[config.mk]
export PLATFORM = sky130hd
export DESIGN_NAME = fft_stage_sequencer
export DESIGN_NICKNAME = d
export VERILOG_FILES = /design/src/rtl/fft_stage_sequencer.sv
export SDC_FILE = /design/constraint.sdc
export NUM_CORES = 1
export LEC_CHECK = 0
export CAP_MARGIN = 20
export CORE_AREA = 5 5 65 67
export DETAILED_ROUTE_END_ITERATION = 6
export DIE_AREA = 0 0 70 72
export MAX_ROUTING_LAYER = met4
export PLACE_DENSITY_LB_ADDON = 0.1
export SKIP_CTS_REPAIR_TIMING = 1
export SYNTH_ARGS = -nofsm -noshare
export SYNTH_HDL_FRONTEND = slang
export SYNTH_SLANG_ARGS = --single-unit
[constraint.sdc]
create_clock -name clk -period 1.9 [get_ports clk]
set_clock_uncertainty 0.1 [all_clocks]
set_input_delay 0.475 -clock clk [delete_from_list [all_inputs] [get_ports clk]]
set_output_delay 0.475 -clock clk [all_outputs]
set_load 0.03 [all_outputs]
[src/rtl/fft_stage_sequencer.sv]
// Stage sequencer for a radix-2 FFT: walks NSTAGE stages of twiddle-fetch then butterfly pass, ping-ponging the RAM bank.
// All outputs registered (one edge after the deciding input); handshake waits are watchdog-bounded, abort has top priority.
module fft_stage_sequencer #(
    parameter int N       = 16,
    parameter int TIMEOUT = 1023
) (
    input  logic                     clk,
    input  logic                     rst,
    input  logic                     i_start,
    input  logic                     i_abort,
    output logic [$clog2(N/2)-1:0]   o_stage,
    output logic                     o_tw_start,
    input  logic                     i_tw_dv,
    output logic                     o_bf_start,
    input  logic                     i_bf_done,
    output logic                     o_bank,
    output logic                     o_busy,
    output logic                     o_done,
    output logic                     o_err
);

    localparam int NSTAGE = $clog2(N);
    localparam int SW     = $clog2(N/2);
    localparam int TW     = $clog2(TIMEOUT+1);

    localparam logic [SW-1:0] LAST_STAGE = SW'(NSTAGE-1);
    localparam logic [TW-1:0] WD_MAX     = TW'(TIMEOUT);

    typedef enum logic [2:0] {
        IDLE     = 3'd0,
        TW_START = 3'd1,
        TW_WAIT  = 3'd2,
        BF_START = 3'd3,
        BF_WAIT  = 3'd4,
        FIN      = 3'd5
    } state_t;

    state_t          state_q, state_d;
    logic [SW-1:0]   stage_q, stage_d;
    logic            bank_q,  bank_d;
    logic [TW-1:0]   wd_q,    wd_d;
    logic            err_d;
    logic            tw_start_q, bf_start_q, busy_q, done_q, err_q;
    logic            wd_expired;

    assign wd_expired = (wd_q == WD_MAX);

    always_comb begin
        state_d = state_q;
        stage_d = stage_q;
        bank_d  = bank_q;
        err_d   = 1'b0;
        wd_d    = '0;

        case (state_q)
            IDLE: begin
                if (i_start) begin
                    state_d = TW_START;
                    stage_d = '0;
                    bank_d  = 1'b0;
                end
            end
            TW_START: state_d = TW_WAIT;
            TW_WAIT: begin
                // A response landing on the expiry cycle still counts as success.
                if (i_tw_dv) begin
                    state_d = BF_START;
                end else if (wd_expired) begin
                    state_d = IDLE;
                    stage_d = '0;
                    err_d   = 1'b1;
                end
            end
            BF_START: state_d = BF_WAIT;
            BF_WAIT: begin
                if (i_bf_done) begin
                    if (stage_q == LAST_STAGE) begin
                        state_d = FIN;
                    end else begin
                        state_d = TW_START;
                        stage_d = stage_q + SW'(1);
                        bank_d  = ~bank_q;
                    end
                end else if (wd_expired) begin
                    state_d = IDLE;
                    stage_d = '0;
                    err_d   = 1'b1;
                end
            end
            FIN: begin
                state_d = IDLE;
                bank_d  = ~bank_q;
            end
            default: state_d = IDLE;
        endcase

        // Abort overrides every other outcome; the bank is left where the run stopped.
        if (i_abort && (state_q != IDLE)) begin
            state_d = IDLE;
            stage_d = '0;
            bank_d  = bank_q;
            err_d   = 1'b0;
        end

        if ((state_d == state_q) && ((state_q == TW_WAIT) || (state_q == BF_WAIT))) begin
            wd_d = wd_expired ? wd_q : (wd_q + TW'(1));
        end
    end

    always_ff @(posedge clk or posedge rst) begin
        if (rst) begin
            state_q    <= IDLE;
            stage_q    <= '0;
            bank_q     <= 1'b0;
            wd_q       <= '0;
            tw_start_q <= 1'b0;
            bf_start_q <= 1'b0;
            busy_q     <= 1'b0;
            done_q     <= 1'b0;
            err_q      <= 1'b0;
        end else begin
            state_q    <= state_d;
            stage_q    <= stage_d;
            bank_q     <= bank_d;
            wd_q       <= wd_d;
            tw_start_q <= (state_d == TW_START);
            bf_start_q <= (state_d == BF_START);
            busy_q     <= (state_d != IDLE);
            done_q     <= (state_d == FIN);
            err_q      <= err_d;
        end
    end

    assign o_stage    = stage_q;
    assign o_bank     = bank_q;
    assign o_tw_start = tw_start_q;
    assign o_bf_start = bf_start_q;
    assign o_busy     = busy_q;
    assign o_done     = done_q;
    assign o_err      = err_q;

endmodule

==> qor.csv <==
stage;metric;value;unit
sta;period utilization;103;%
finish;area of the multi-input gates;714;sq um
finish;fin cells;228;
global_routing;gr usage total;13.3;%
finish;FILL cells;338;
power_and_ir_drop;Leakage;0.948;nW
synth;Yosys reg bits;22;
finish;Post-Layout Inst Area;1830;sq um
sta;max_slew headroom;69.4;%
route;DR DRC count;0;
finish;share of cells above drive strength 1;30.0;%
placement;Area after DPL;1700;sq um
global_routing;number of global-route vias before repair;1205;
finish;n_diodes;0;
finish;commonest non-fill, non-tap cell in the layout;buf_4;
synth;Syn. warnings;0;
sta;RSZ-0062 raised after global routing;true;
worst_setup_path;Setup crit end kind;flip-flop;
power_and_ir_drop;maximum VDD drop;552;uV
sta;Max Fclk;513;MHz
worst_setup_path;crit path max fanout;6;
synth;Seq/Total Area, Yosys;42.8;%
floorplan;Rows;22;
worst_setup_path;r2r startpoint;wd_q[1]$_DFFE_PP0P_;
synth;Synth Flop Type;dfrtp_1;
sta;final setup vio count;7;
status;status;finished with violations;
sta;worst setup margin;-0.0500;ns
synth;top-area cell type share of the netlist area;42.8;%
sta;max-slew violation count;0;
status;failing checks;negative setup slack;
route;routed via count;1176;
worst_setup_path;reg-to-reg setup timing slack;-0.05;ns
synth;Syn Inst Count;135;
route;routed wire length;3060;um
finish;most frequent cells in the layout;buf_4 (34), dfrtp_1 (22), nand3_1 (12), dlymetal6s2s_1 (11), nor3_1 (8);
synth;syn nets;144;
worst_setup_path;Required @ worst endpoint;2.01;ns
finish;Nets;191;
route;wire length per cell after detailed routing;13.4;um
synth;Synth cell types;41;
floorplan;Die X;70;um
cts;CTS tree;yes;
placement;number of port buffers;14;
cts;Sink Count;22;
sta;Tmin final;1.95;ns
cts;Worst-Skew Late Latency;0.31;ns
cts;clock buffer depth;2;
sta;Worst Max-Slew Pin Slew;0.455;ns
route;Vias/cell;5.16;
route;DRT iter0 DRCs;36;
global_routing;initial antenna violation count;0;
floorplan;Initial Util;35.9;%
worst_setup_path;critical path arrival;2.06;ns
cts;CTS Buf Count;3;
placement;GPL Wtd Cong;0.807;
floorplan;core area;3580;sq um
synth;syn_area_per_cell;9.53;sq um
synth;Synth area leaders;dfrtp_1 (43%), nand3_1 (4.7%), nor3_1 (4.3%);
sta;final hold violation count;0;
run;max-cap viol count;0;
worst_setup_path;critical path class;flip-flop to flip-flop;
placement;DP Wirelength;2260;um
cts;clk root buf;clkbuf_4;
floorplan;die area;5040;sq um
cts;Clk pin slew, worst setup/hold paths;0.12;ns
floorplan;I/O pin cnt;15;
global_routing;largest net degree at the start of global routing;23;
synth;Post-synth EDFFs;0;
floorplan;Die Ht;72;um
global_routing;first-pass GRT wire length;5330;um
synth;top cell type by total area after synthesis;dfrtp_1;
worst_hold_path;HP Class;input port to asynchronous set/reset pin;
global_routing;global route total overflow;0;
worst_setup_path;FF-to-FF path depth;7;
finish;FF+latch area;551;sq um
worst_setup_path;CP startpoint kind;flip-flop;
cts;H-tree levels;1;
finish;area grow syn2layout;42.2;%
synth;async set-reset flop share out of synthesis;100;%
route;post-route ant nets;0;
route;drt first pass iters;4;
synth;Synth Cell Area;1290;sq um
power_and_ir_drop;Cell Pwr Density;824;nW/um^2
worst_setup_path;Worst Setup SP;wd_q[1]$_DFFE_PP0P_;
placement;placed insts;221;
==> critical path: stages, from the launching register on <==
cell	delay [ns]
dfrtp_1	0.41
ha_4	0.15
nand2_2	0.06
or4_4	0.55
a22oi_2	0.22
buf_4	0.16
buf_8	0.12
a31oi_1	0.08
==> where the power goes <==
| part | internal [mW] | total, mW | switching, mW |
|---|---|---|---|
| Clock | 0.0742 | 0.217 | 0.143 |
| Sequential | 0.531 | 0.560 | 0.0293 |
| Combinational | 0.337 | 0.730 | 0.394 |
| Total | 0.942 | 1.51 | 0.566 |
==> logic make-up after synthesis <==
group	after synthesis	synth area share (%)
simple gates	68	31.7
buf+inv	14	5.25
xor+xnor	4	2.72
fa+ha+maj	3	2.92
flops	22	42.8
mux	5	3.99
compound gates	19	10.6
==> Yosys cell counts, types with 4 or more instances <==
cell type	count
a21oi_1	6
clkbuf_1	4
dfrtp_1	22
inv_1	5
mux2i_1	4
nand2_1	7
nand2b_1	4
nand3_1	12
nor2_1	5
nor2b_1	4
nor3_1	11
nor4_1	5
xnor2_1	4
==> layer usage <==
| layer | share of wire (%) | track usage [%] | vias to the layer above |
|---|---|---|---|
| li1 | - | - | 586 |
| met1 | 52 | 17.5 | 568 |
| met2 | 44 | 20.4 | 17 |
| met3 | 2.3 | 2.35 | 5 |
| met4 | 1.6 | 5.32 | 0 |
| met5 | 0 | - | - |
==> layout make-up <==
type,count,share of cell area [%]
multi-input combinational,99,39.1
inverter,5,1.03
timing repair buffer,51,25.3
clock buffer,3,1.23
tap,48,3.28
sequential,22,30.1
==> flip-flops by register name (all words and copies together), names as in the netlist <==
name        count
o_err           1
o_tw_start      1
o_bank          1
wd_q           10
o_bf_start      1
o_done          1
o_busy          1
o_stage         3
state_q         3
==> through the flow <==
stage	power (mW)	TNS (ns)	worst slack [ns]	hold slack, ns	utilization, %
floorplan	0.987	0	0.00623	0.364	-
global placement	1.26	-5.73	-0.455	0.420	47.5
detailed placement	1.26	-6.11	-0.487	0.427	47.5
CTS	1.48	-1.64	-0.161	0.394	48.1
global route	1.61	-0.558	-0.105	0.411	51.1
finish	1.51	-0.166	-0.0500	0.384	51.1
==> path summary, 6_finish.rpt <==
check | end
min | wd_q[0]$_DFFE_PP0P_
min in group clk | o_bf_start$_DFF_PP0_
max reg2reg | o_stage[0]$_DFFE_PP0P_
max | o_stage[0]$_DFFE_PP0P_
min reg2reg | o_bank$_DFFE_PP0P_
max in group asynchronous | o_err$_DFF_PP0_
Note: power is estimated with default switching activity, not from simulation.
